[src/rtl/mips_lsu_pkg.sv]
// mips_lsu shared opcodes, FSM state type and word width.
// Optional alignment trapping: define MIPS_LSU_ALIGN_TRAP_EN.
package mips_lsu_pkg;
  localparam int WORD_W = 32;

  localparam logic [5:0] OP_LB  = 6'h20;
  localparam logic [5:0] OP_LH  = 6'h21;
  localparam logic [5:0] OP_LW  = 6'h23;
  localparam logic [5:0] OP_LBU = 6'h24;
  localparam logic [5:0] OP_LHU = 6'h25;
  localparam logic [5:0] OP_SB  = 6'h28;
  localparam logic [5:0] OP_SH  = 6'h29;
  localparam logic [5:0] OP_SW  = 6'h2B;

  typedef enum logic [2:0] {
    S_IDLE,
    S_LD,
    S_ST,
    S_RMW_RD,
    S_RMW_WR,
    S_RESP
  } state_t;

  function automatic logic is_load(
    input logic [5:0] op
  );
    return op == OP_LB || op == OP_LH ||
           op == OP_LW || op == OP_LBU ||
           op == OP_LHU;
  endfunction

  function automatic logic is_store(
    input logic [5:0] op
  );
    return op == OP_SB || op == OP_SH ||
           op == OP_SW;
  endfunction
endpackage

[src/rtl/mips_lsu_lane.sv]
// mips_lsu lane logic: little-endian load extract/extend, store merge.
// Optional alignment trapping lives in mips_lsu (MIPS_LSU_ALIGN_TRAP_EN).
module mips_lsu_lane
  import mips_lsu_pkg::*;
(
  input  logic [5:0]        op,
  input  logic [1:0]        lane,
  input  logic [WORD_W-1:0] rdata,
  input  logic [WORD_W-1:0] wdata,
  input  logic [WORD_W-1:0] word,
  output logic [WORD_W-1:0] ld_data,
  output logic [WORD_W-1:0] st_data
);
  logic [WORD_W-1:0] bsh;
  logic [7:0]        b;
  logic [15:0]       h;
  logic [4:0]        bamt;
  logic [4:0]        hamt;
  logic [WORD_W-1:0] bmask;
  logic [WORD_W-1:0] hmask;

  always_comb begin
    bamt  = {lane, 3'b000};
    hamt  = {lane[1], 4'b0000};
    bsh   = rdata >> bamt;
    b     = bsh[7:0];
    h     = lane[1] ? rdata[31:16] : rdata[15:0];
    bmask = 32'h0000_00FF << bamt;
    hmask = 32'h0000_FFFF << hamt;
  end

  always_comb begin
    ld_data = rdata;
    unique case (1'b1)
      op == OP_LB:  ld_data = {{24{b[7]}}, b};
      op == OP_LBU: ld_data = {24'h0, b};
      op == OP_LH:  ld_data = {{16{h[15]}}, h};
      op == OP_LHU: ld_data = {16'h0, h};
      default:      ld_data = rdata;
    endcase
  end

  always_comb begin
    st_data = word;
    unique case (1'b1)
      op == OP_SB:
        st_data = (word & ~bmask) |
                  ((32'(wdata[7:0]) << bamt) & bmask);
      op == OP_SH:
        st_data = (word & ~hmask) |
                  ((32'(wdata[15:0]) << hamt) & hmask);
      op == OP_SW:  st_data = wdata;
      default:      st_data = word;
    endcase
  end
endmodule

[src/rtl/mips_lsu.sv]
// mips_lsu: MEM-stage load/store unit with sub-word read-modify-write.
// Define MIPS_LSU_ALIGN_TRAP_EN to fault misaligned halfword/word accesses.
module mips_lsu
  import mips_lsu_pkg::*;
(
  input  logic              clk,
  input  logic              rst_n,
  input  logic              req_valid,
  output logic              req_ready,
  input  logic [5:0]        req_op,
  input  logic [WORD_W-1:0] req_addr,
  input  logic [WORD_W-1:0] req_wdata,
  output logic              rsp_valid,
  output logic [WORD_W-1:0] rsp_rdata,
  output logic              rsp_fault,
  output logic [WORD_W-1:0] mem_addr,
  output logic              mem_read,
  output logic              mem_write,
  output logic [WORD_W-1:0] mem_wdata,
  input  logic [WORD_W-1:0] mem_rdata
);
  state_t            state_q, state_d;
  logic [5:0]        op_q;
  logic [WORD_W-1:0] addr_q;
  logic [WORD_W-1:0] wdata_q;
  logic [WORD_W-1:0] word_q;
  logic [WORD_W-1:0] rdata_q;
  logic              fault_q;
  logic              accept;
  logic              req_fault;
  logic [WORD_W-1:0] ld_data;
  logic [WORD_W-1:0] st_data;
  logic              word_acc;

  assign accept = req_valid && (state_q == S_IDLE);

  always_comb begin
    req_fault = !(is_load(req_op) || is_store(req_op));
`ifdef MIPS_LSU_ALIGN_TRAP_EN
    if ((req_op == OP_LH || req_op == OP_LHU ||
         req_op == OP_SH) && req_addr[0])
      req_fault = 1'b1;
    if ((req_op == OP_LW || req_op == OP_SW) &&
        req_addr[1:0] != 2'b00)
      req_fault = 1'b1;
`endif
  end

  always_ff @(posedge clk or negedge rst_n) begin
    if (!rst_n) state_q <= S_IDLE;
    else        state_q <= state_d;
  end

  always_comb begin
    state_d = state_q;
    unique case (state_q)
      S_IDLE: begin
        if (accept) begin
          unique case (1'b1)
            req_fault:        state_d = S_RESP;
            is_load(req_op):  state_d = S_LD;
            req_op == OP_SW:  state_d = S_ST;
            default:          state_d = S_RMW_RD;
          endcase
        end
      end
      S_LD:     state_d = S_RESP;
      S_ST:     state_d = S_RESP;
      S_RMW_RD: state_d = S_RMW_WR;
      S_RMW_WR: state_d = S_RESP;
      S_RESP:   state_d = S_IDLE;
      default:  state_d = S_IDLE;
    endcase
  end

  always_ff @(posedge clk or negedge rst_n) begin
    if (!rst_n) begin
      op_q    <= '0;
      addr_q  <= '0;
      wdata_q <= '0;
      word_q  <= '0;
      rdata_q <= '0;
      fault_q <= 1'b0;
    end else begin
      if (accept) begin
        op_q    <= req_op;
        addr_q  <= req_addr;
        wdata_q <= req_wdata;
        fault_q <= req_fault;
        rdata_q <= '0;
      end
      if (state_q == S_LD)     rdata_q <= ld_data;
      if (state_q == S_RMW_RD) word_q  <= mem_rdata;
    end
  end

  mips_lsu_lane u_lane (
    .op      (op_q),
    .lane    (addr_q[1:0]),
    .rdata   (mem_rdata),
    .wdata   (wdata_q),
    .word    (word_q),
    .ld_data (ld_data),
    .st_data (st_data)
  );

  // Memory side decodes only from registered state so nothing glitches into
  // the level-sensitive write port.
  always_comb begin
    word_acc  = (op_q == OP_LW) || (op_q == OP_SW);
    mem_read  = (state_q == S_LD) || (state_q == S_RMW_RD);
    mem_write = (state_q == S_ST) || (state_q == S_RMW_WR);
    mem_addr  = '0;
    mem_wdata = '0;
    if (mem_read || mem_write)
      mem_addr = word_acc ? addr_q : {addr_q[31:2], 2'b00};
    if (mem_write)
      mem_wdata = st_data;
  end

  assign req_ready = (state_q == S_IDLE);
  assign rsp_valid = (state_q == S_RESP);
  assign rsp_rdata = rsp_valid ? rdata_q : '0;
  assign rsp_fault = rsp_valid && fault_q;
endmodule

[config.mk]
export PLATFORM = sky130hd
export DESIGN_NAME = mips_lsu
export DESIGN_NICKNAME = d
export VERILOG_FILES = /design/src/rtl/mips_lsu_pkg.sv /design/src/rtl/mips_lsu_lane.sv /design/src/rtl/mips_lsu.sv
export SDC_FILE = /design/constraint.sdc
export NUM_CORES = 1
export LEC_CHECK = 0
export ABC_AREA = 1
export CAP_MARGIN = 20
export CORE_AREA = 5 5 147 149
export DETAILED_ROUTE_END_ITERATION = 8
export DIE_AREA = 0 0 152 154
export PLACE_DENSITY = 0.77
export RECOVER_POWER = 100
export SYNTH_ARGS = -nofsm -noshare
export SYNTH_HDL_FRONTEND = slang
export SYNTH_HIERARCHICAL = 1
export SYNTH_SLANG_ARGS = --single-unit
[constraint.sdc]
create_clock -name clk -period 2.05 [get_ports clk]
set_clock_uncertainty 0.05 [all_clocks]
set_input_delay 0.41 -clock clk [delete_from_list [all_inputs] [get_ports clk]]
set_output_delay 0.41 -clock clk [all_outputs]
set_load 0.02 [all_outputs]
# Yosys cells after proc, flatten, opt, wreduce, memory -nomap -nowiden
# Cells that the tools add are included.
[classes]
n_mux = 12
eq_ne = 22
n_addsub = 0
shift = 5
bitwise = 8
mul = 0
n_reduce_logical = 17
div_mod_pow = 0
order_cmp = 0
[op_table]
columns = ["cell", "n"]
rows = [
  ["two-way mux 32 bit", 5],
  ["AND 32 bit", 4],
  ["case mux 32 bit (4 select lines)", 1],
  ["== test 6 bit (second input constant)", 16],
  ["case mux 32 bit (3 select lines)", 1],
  ["inverter 32 bit", 2],
  ["bitwise OR 32 bit", 2],
  ["left shift 16 x 5 -> 32 bit", 1],
  ["left shift 16 x 5 -> 32 bit (first input constant)", 1],
  ["left shift 8 x 5 -> 32 bit", 1],
  ["left shift 8 x 5 -> 32 bit (first input constant)", 1],
  ["right shift 32 x 5 -> 8 bit", 1],
  ["case mux 3 bit (3 select lines)", 2],
  ["two-way mux 16 bit", 1],
  ["logical OR 1 bit", 11],
  ["== test 3 x 2 -> 1 bit (second input constant)", 2],
  ["== test 3 bit (second input constant)", 2],
  ["== test 3 x 1 -> 1 bit (second input constant)", 1],
  ["logical NOT 3 bit", 1],
  ["two-way mux 3 bit", 1],
  ["OR reduction 3 bit", 1],
  ["logical AND 1 bit", 2],
  ["two-way mux 2 bit", 1],
  ["inequality test 2 x 1 -> 1 bit (second input constant)", 1],
  ["other kinds (2)", 2],
]
[word_totals]
mem_bits_ro = 0
regBits = 138
elab_cells = 71
inputBits = 105
ram_bits = 0
latch_bits = 0
out_inout_bits = 101
mem_count = 0

# Depth between registers and ports, before layout
[logic_depth]
word_depth = 10
mapped_depth = 10

# Modules after synthesis
# Netlist, hierarchy kept.
[modules_own_cells]
columns = ["mod", "cells_each", "area_per_inst_um2", "n_inst"]
rows = [
  ["mips_lsu", 691, 6007.0, 1],
  ["mips_lsu_lane", 644, 2829.0, 1],
]

# Worst setup path after synthesis
# OpenSTA, ideal clock, no wires.
[synth_path]
path_kind = "reg-to-output"
startpoint = "register state_q[0]"
endpoint = "output rsp_rdata[10]"
path_slack_ps = 49
arrival_ps = 1541
path_stages_with_launch = 7
path_cell_list = "dfrtp_1 -> buf_2 -> inv_2 -> nor2_1 -> inv_1 -> buf_1 -> nor2_1"
[synth_between]
elab_chain_cells = 2
[synth_rtl]
columns = ["element", "line", "text"]
rows = [
  ["start: declaration", "mips_lsu.sv:22", "state_t state_q, state_d;"],
  ["start signal: assignment", "mips_lsu.sv:51", "else state_q <= state_d;"],
  ["== test 3 bit", "mips_lsu.sv:122", "assign rsp_valid = (state_q == S_RESP);"],
  ["net rsp_valid", "mips_lsu.sv:13", "output logic rsp_valid,"],
  ["two-way mux 32 bit", "mips_lsu.sv:123", "assign rsp_rdata = rsp_valid ? rdata_q : '0;"],
  ["end: declaration", "mips_lsu.sv:14", "output logic [WORD_W-1:0] rsp_rdata,"],
]
# The timed path passes the listed nets, and every way through them passes these cells.

# Worst setup path in the final report
[layout_path]
startpoint = "register op_q[2]"
endpoint = "output mem_wdata[27]"
[layout_between]
elab_chain_cells = 3
word_cells_on_any_way = 5
[layout_rtl]
columns = ["element", "line", "text"]
rows = [
  ["start: declaration", "mips_lsu.sv:23", "logic [5:0] op_q;"],
  ["start signal: assignment", "mips_lsu.sv:86", "op_q <= req_op;"],
  ["== test 6 bit, on equally long branches", "mips_lsu_lane.sv:52, mips_lsu_lane.sv:46, mips_lsu_lane.sv:49", ""],
  ["case mux 32 bit (3 select lines) *", "mips_lsu_lane.sv:45", "unique case (1'b1)"],
  ["net st_data[27]", "mips_lsu.sv:32", "logic [WORD_W-1:0] st_data;"],
  ["two-way mux 32 bit *", "mips_lsu.sv:117", "if (mem_write)"],
  ["end: declaration", "mips_lsu.sv:19", "output logic [WORD_W-1:0] mem_wdata,"],
]
# The timed path passes the listed nets; every way through them passes the cells marked *.

==> impl_summary.log <==
INFO  metric status = finished with violations
INFO  metric failed_checks = setup timing
INFO  metric placeableCoreArea = 20000 um2
INFO  metric worst_r2r_dst = rdata_q[19]$_DFFE_PN0P_
INFO  metric drt_iter0_drc = 1205
INFO  metric post_synthesis_register_bit_count = 138
INFO  metric vdd_drop_max = 1.69 mV
INFO  metric clk_latency = 0.42 ns
INFO  metric drv_slew = 0
INFO  metric final_critical_path_setup_slack = -0.474 ns
INFO  metric crit_path_max_fanout = 8
INFO  metric crit_chain = inv_2 > nand2_4 > nor2_4 > bufbuf_16 > nand3_1 > nand4_1 > inv_1 > nor2_1 > buf_4
INFO  metric worstHoldPathType = flop to flop
INFO  metric clock_tree.buffer_depth = 2
INFO  metric grt_max_degree = 61
INFO  metric setup-tns-final = -30.08 ns
INFO  metric critical_path.endpoint_type = output pin
INFO  metric num_antenna_cells = 0
INFO  metric placement_rows = 52
INFO  metric crit_path_start_kind = flop
INFO  metric max_freq = 396 MHz
INFO  metric wire_per_inst = 18.5 um
INFO  metric drt_met1_wl = 13000 um
INFO  metric netlist_instances = 1335
INFO  metric crit_start = op_q[2]$_DFFE_PN0P_
INFO  metric grt_overflow = 0
INFO  metric power_density = 1530 nW/um2
INFO  metric vias_per_cell = 5.42
INFO  metric first_pass_iters = 6
INFO  metric hp_start = wdata_q[23]$_DFFE_PN0P_
INFO  metric clock_tree_from_tritoncts = done
INFO  metric ios = 206
INFO  metric detailed_place_hpwl = 21400 um
INFO  metric dieArea = 23400 um2
INFO  metric crit_path_max_incr_delay = 0.39 ns
INFO  metric relSlewSlack = 25.3%
INFO  metric synthesis.yosys.warnings = 6
INFO  metric die_h = 154 um
INFO  metric worst-r2r-setup-slack = -0.08 ns
INFO  metric most-common-layout-cells = sky130_fd_sc_hd__nand2_1, sky130_fd_sc_hd__nand3_1, sky130_fd_sc_hd__inv_1, sky130_fd_sc_hd__dfrtp_1, sky130_fd_sc_hd__nor2_1
INFO  metric clk_pin_slew_worst_paths = 0.06 ns
INFO  metric fillerInstances = 1617
INFO  metric detail_route.drc_violations = 0
INFO  metric num_vias = 10371
INFO  metric grt.total_usage = 28.2%
INFO  metric yosysUniqueCellTypes = 23
INFO  metric yosysSeqAreaShare = 39.1%
INFO  metric criticalPathCategory = flop to output pin
INFO  metric hold_fails_final_rpt = 0
INFO  metric p_leak = 6.81 nW
INFO  metric grt_first_pass_wirelength = 53700 um
INFO  metric crit-reg2reg-launch = op_q[4]$_DFFE_PN0P_
INFO  metric gp_congestion = 0.937
INFO  metric post-route-period-util = 123%
INFO  metric routed-wl-met2 = 17400 um
INFO  metric fin_crit = 2.52 ns
INFO  metric timing.hold.ws = 0.427 ns
INFO  metric root_buffer = sky130_fd_sc_hd__clkbuf_16
INFO  metric dr.max_layer_used = met4
INFO  metric route.met3.wl = 3480 um
INFO  metric timing_worst_slew_pin_value = 1.12 ns
INFO  metric arrival = 2.06 ns
INFO  metric nets = 1736
INFO  metric postRouteWirelength = 35400 um
INFO  metric post_synth.cell_area_avg = 6.62 um2
INFO  metric initial_antenna_violation_count = 0
INFO  metric areaGrowthSynthToFinish = 57.3%
INFO  metric crit_required = 1.59 ns
INFO  metric worst_r2r_path_depth = 11
INFO  metric cts_inserted_buffers = 17
INFO  metric synth.cell_area = 8840 um2
INFO  metric start_util = 44.1%
INFO  metric number_of_global_route_vias_before_repair = 10230
INFO  metric final-setup-viol-count = 98
INFO  metric worst_setup_path_endpoint = mem_wdata[27]
INFO  metric ant_nets = 0
INFO  metric grt_setup_unrepaired = yes
INFO  metric clock-sinks = 138
INFO  metric die_width = 152 um
INFO  metric synthesized_nets = 1440
INFO  metric max_cap_viol_count = 0
INFO  metric buffers_added_on_ports = 205
INFO  metric most_common_cell_after_layout_fill_and_taps_aside = sky130_fd_sc_hd__nand2_1
INFO  metric layout-drive-gt1-share = 28.6%
INFO  metric cts_max_level = 4
INFO  metric critical_path_slowest_stage_cell = sky130_fd_sc_hd__dfrtp_1
==> Yosys cell counts, drive strengths merged <==
| master | instances | area share (%) |
|---|---|---|
| clkbuf | 24 | 1.0 |
| nor2 | 213 | 9.4 |
| dfrtp | 138 | 39 |
| inv | 155 | 6.6 |
| nand3 | 161 | 9.2 |
| buf | 61 | 4.1 |
| nand2 | 393 | 17 |
| a21oi | 3 | 0.17 |
| o21ai | 112 | 6.4 |
| nor3b | 2 | 0.17 |
| mux2 | 32 | 4.1 |
| nand4 | 27 | 1.9 |
| or2 | 14 | 0.99 |
==> cell type report <==
type / count / area (um2) / area share, %
clock inverters: 15 / 204 / 1.47
repair buffers: 362 / 3860 / 27.8
clock buffers: 17 / 425 / 3.06
inverters: 155 / 596 / 4.29
multi-input cells: 957 / 5020 / 36.1
well taps: 270 / 338 / 2.43
flip-flops and latches: 138 / 3460 / 24.9
==> worst max-delay path: cells and delay by family, from the launching register on <==
| kind | cells | cell delay (ns) |
|---|---|---|
| buffers and inverters | 4 | 0.60 |
| AND/OR/NAND/NOR | 5 | 0.66 |
| flip-flops | 1 | 0.39 |
==> through the flow <==
stage          cells  total power, mW  util, %  cell area (um2)  setup slack [ns]
2_1_floorplan   1335             9.96        -             8840            0.0487
4_1_cts         1892             19.7     66.6            13300            -0.409
3_5_place_dp    1811             14.0     57.9            11600            -0.433
6_report        1914             21.2     69.3            13900            -0.474
5_1_grt         1914             22.5     69.3            13900            -0.557
3_3_place_gp    1811             13.8     57.9            11600            -0.391
==> where the power goes <==
part / internal, mW / switching [mW] / leakage (nW)
Combinational: 5.79 / 7.45 / 4.81
Sequential: 3.79 / 0.838 / 1.70
Clock: 1.97 / 1.35 / 0.304
Total: 11.6 / 9.64 / 6.81
==> state kept, by name, summed over array words and instances (netlist names) <==
register / flops
op_q: 6
wdata_q: 32
word_q: 32
addr_q: 32
state_q: 3
fault_q: 1
rdata_q: 32
==> repair_timing <==
action / 4_1_cts / 5_1_grt
hold endpoints to repair: 40 / 0
resized for setup: 699 / 112
hold buffers: 1 / 0
gates cloned: 12 / 7
pin swaps: 22 / 25
setup endpoints to repair: 101 / 126
setup buffers: 36 / 20
==> kinds of logic (layout without fill, tap and decap cells) <==
kind of cell / after synthesis / count (layout) / synth area share [%]
AOI/OAI and AO/OA: 115 / 115 / 6.56
buffers and inverters: 240 / 549 / 11.8
DFF: 138 / 138 / 39.1
muxes: 32 / 32 / 4.08
and+or+nand+nor: 810 / 810 / 38.5
==> worst min-delay path by stage <==
stage	end	slack (ns)	cells after the start
after detailed placement	addr_q[20]$_DFFE_PN0P_	0.30	1
after global routing	wdata_q[22]$_DFFE_PN0P_	0.43	2
after CTS	addr_q[23]$_DFFE_PN0P_	0.42	2
after floorplan	addr_q[0]$_DFFE_PN0P_	0.06	0
after global placement	addr_q[20]$_DFFE_PN0P_	0.30	1
final	wdata_q[23]$_DFFE_PN0P_	0.43	2
==> layer usage <==
| layer | track usage, % | vias to the layer above |
|---|---|---|
| met5 | 0 | - |
| met4 | 10.1 | 0 |
| met3 | 7.73 | 151 |
| met2 | 48.9 | 628 |
| met1 | 33.5 | 4810 |
| li1 | - | 4782 |
(Power assumes the default switching activity.)
==> patch: new RTL, config.mk and constraints unchanged <==
Re-encode `state_t` (6 states) as one-hot, 6 bits wide.
--- a/src/rtl/mips_lsu_pkg.sv
+++ b/src/rtl/mips_lsu_pkg.sv
@@ -12,13 +12,13 @@
   localparam logic [5:0] OP_SH  = 6'h29;
   localparam logic [5:0] OP_SW  = 6'h2B;
 
-  typedef enum logic [2:0] {
-    S_IDLE,
-    S_LD,
-    S_ST,
-    S_RMW_RD,
-    S_RMW_WR,
-    S_RESP
+  typedef enum logic [5:0] {
+    S_IDLE   = 6'b000001,
+    S_LD     = 6'b000010,
+    S_ST     = 6'b000100,
+    S_RMW_RD = 6'b001000,
+    S_RMW_WR = 6'b010000,
+    S_RESP   = 6'b100000
   } state_t;
 
   function automatic logic is_load(
Formal check against the unedited RTL: no difference found for any inputs over 4 cycles, from zero or initial values and one cycle with rst_n low; so few cycles prove little.
==> patch against the unedited design <==
Synthesized area up 0.57%; count of clock-buffer cells in the layout increased by 3; sequential share of layout area rose by 0.78 points; global-route usage shrank 1.8 points; non-clock buffer count decreased by 3; routed wire length down 1.2%; sequential cell count up 3; total power is 28% lower; worst hold slack improved by 0.0085 ns; final area fell by 0.81%; final cell count is 3.7% higher; setup slack worse by 0.0090 ns; first-iteration DRC count fell by 18%; the run still ends with negative setup slack left; critical path depth increased by 1; largest cell class unchanged.
==> patch: results (changes against the unedited design) <==
Worst R2R End=addr_q[28]$_DFFE_PN0P_; Worst R2R Path Depth=10 (-1); final hold slack=0.435 ns (+0.00851 ns); sequential power=4430 uW (-4%); total number of yosys warnings=6 (unchanged); syn nets=1512 (+5.0%); Reg2Reg Launch Point=state_q[5]$_DFFE_PN0P_; Total GRT Usage=0.263 (-0.0182); Worst Min Path Start=wdata_q[26]$_DFFE_PN0P_; final setup TNS=-30.17 ns (-0.0962 ns); M1 WL=13000 um (+0.62%); Synth Area in Adders=0 (unchanged); Mapped Cells=1407 (+5.4%); P per Cell Area=1110 nW/um^2 (-27%); Critical Path End=mem_wdata[3]; post-synthesis mux area share=0 (-0.0408); Iter 0 DRT Violations=984 (-18%); Setup WS post-layout=-0.483 ns (-0.00895 ns); Final nets=1806 (+4.0%); Hold Crit Class=flip-flop to flip-flop; count of final setup violators=129 (+32%); DR WL met3=3600 um (+3.5%); Vias/cell=5.29 (-2.3%); library cells used by synthesis=26 (+13%); GPL Wtd Cong=0.928 (-0.92%); Internal Pwr Total=8720 uW (-25%); number of fill cells=1698 (+5.0%); DP Area=11800 um^2 (+1.9%); Synth area leaders=dfrtp_1 39%, nand2_1 22%, nor2_1 8.8%; CP Launch Point=op_q[1]$_DFFE_PN0P_; largest net degree at the start of global routing=56 (-8.2%); CP Max Fanout=5 (-3); clock-net power=3360 uW (+1%); failing checks=negative setup slack; CP delay by family, top=buffers and inverters; sequential share of the synthesized area=0.397 (+0.00639); status=finished with violations; placed cell count=1902 (+5.0%); Crit path largest cell delay=0.42 ns (+0.03 ns); WHS Endpoint=wdata_q[26]$_DFFE_PN0P_; layout cells sized above 1=0.258 (-0.0280); reg-to-reg slack, setup=-0.10 ns (-0.02 ns); DRC=0 (unchanged); compound-gate portion of the synthesized area=0.0624 (-0.00319); first-pass GRT wire length=50500 um (-5.9%); DR WL met2=17000 um (-1.9%); leakage power=0.00697 uW (+2.4%); met2 Use GR=0.439 (-0.0502); Place WS=-0.443 ns (-0.00974 ns); most instantiated cells after synthesis=523 x nand2_1, 208 x nor2_1, 146 x inv_1; HPWL Detailed=22800 um (+6.5%); M1 GR Usage=0.331 (-0.00456); WL/cell=17.6 um (-4.7%); GR Util met3=0.0694 (-0.00787); worst vdd ir=0.672 mV (-60%); vias in the first global route=9759 (-4.6%); Max transition margin=0.212 (-0.0406); final WL=35000 um (-1.2%)
-- patch: changes by cell type in the layout (fill, tap and decap cells not counted), sizes merged, moves of 3 or more --
| cell | change |
|---|---|
| nand2 | +132 |
| mux2 | -32 |
| nand3 | -32 |
| clkbuf | +11 |
| buf | -9 |
| inv | -8 |
| nor2 | +5 |
| nor3 | +4 |
| o21ai | -3 |
-- patch: final cells by class --
type / instances / area, um^2 / area share
clock buffers: 20 / 447 / 0.0324
clock inverters: 12 / 184 / 0.0133
inverters: 152 / 578 / 0.0419
multi-input cells: 1030 / 5000 / 0.363
flip-flops and latches: 141 / 3530 / 0.256
well taps: 270 / 338 / 0.0245
repair buffers: 359 / 3700 / 0.269
-- patch: what timing repair did --
action	CTS	global route
setup endpoints to repair	102	124
endpoints found under the hold margin	41	0
resized for setup	370	421
hold buffers	1	0
cloned	2	12
buffers inserted	4	32
pin swaps	6	66
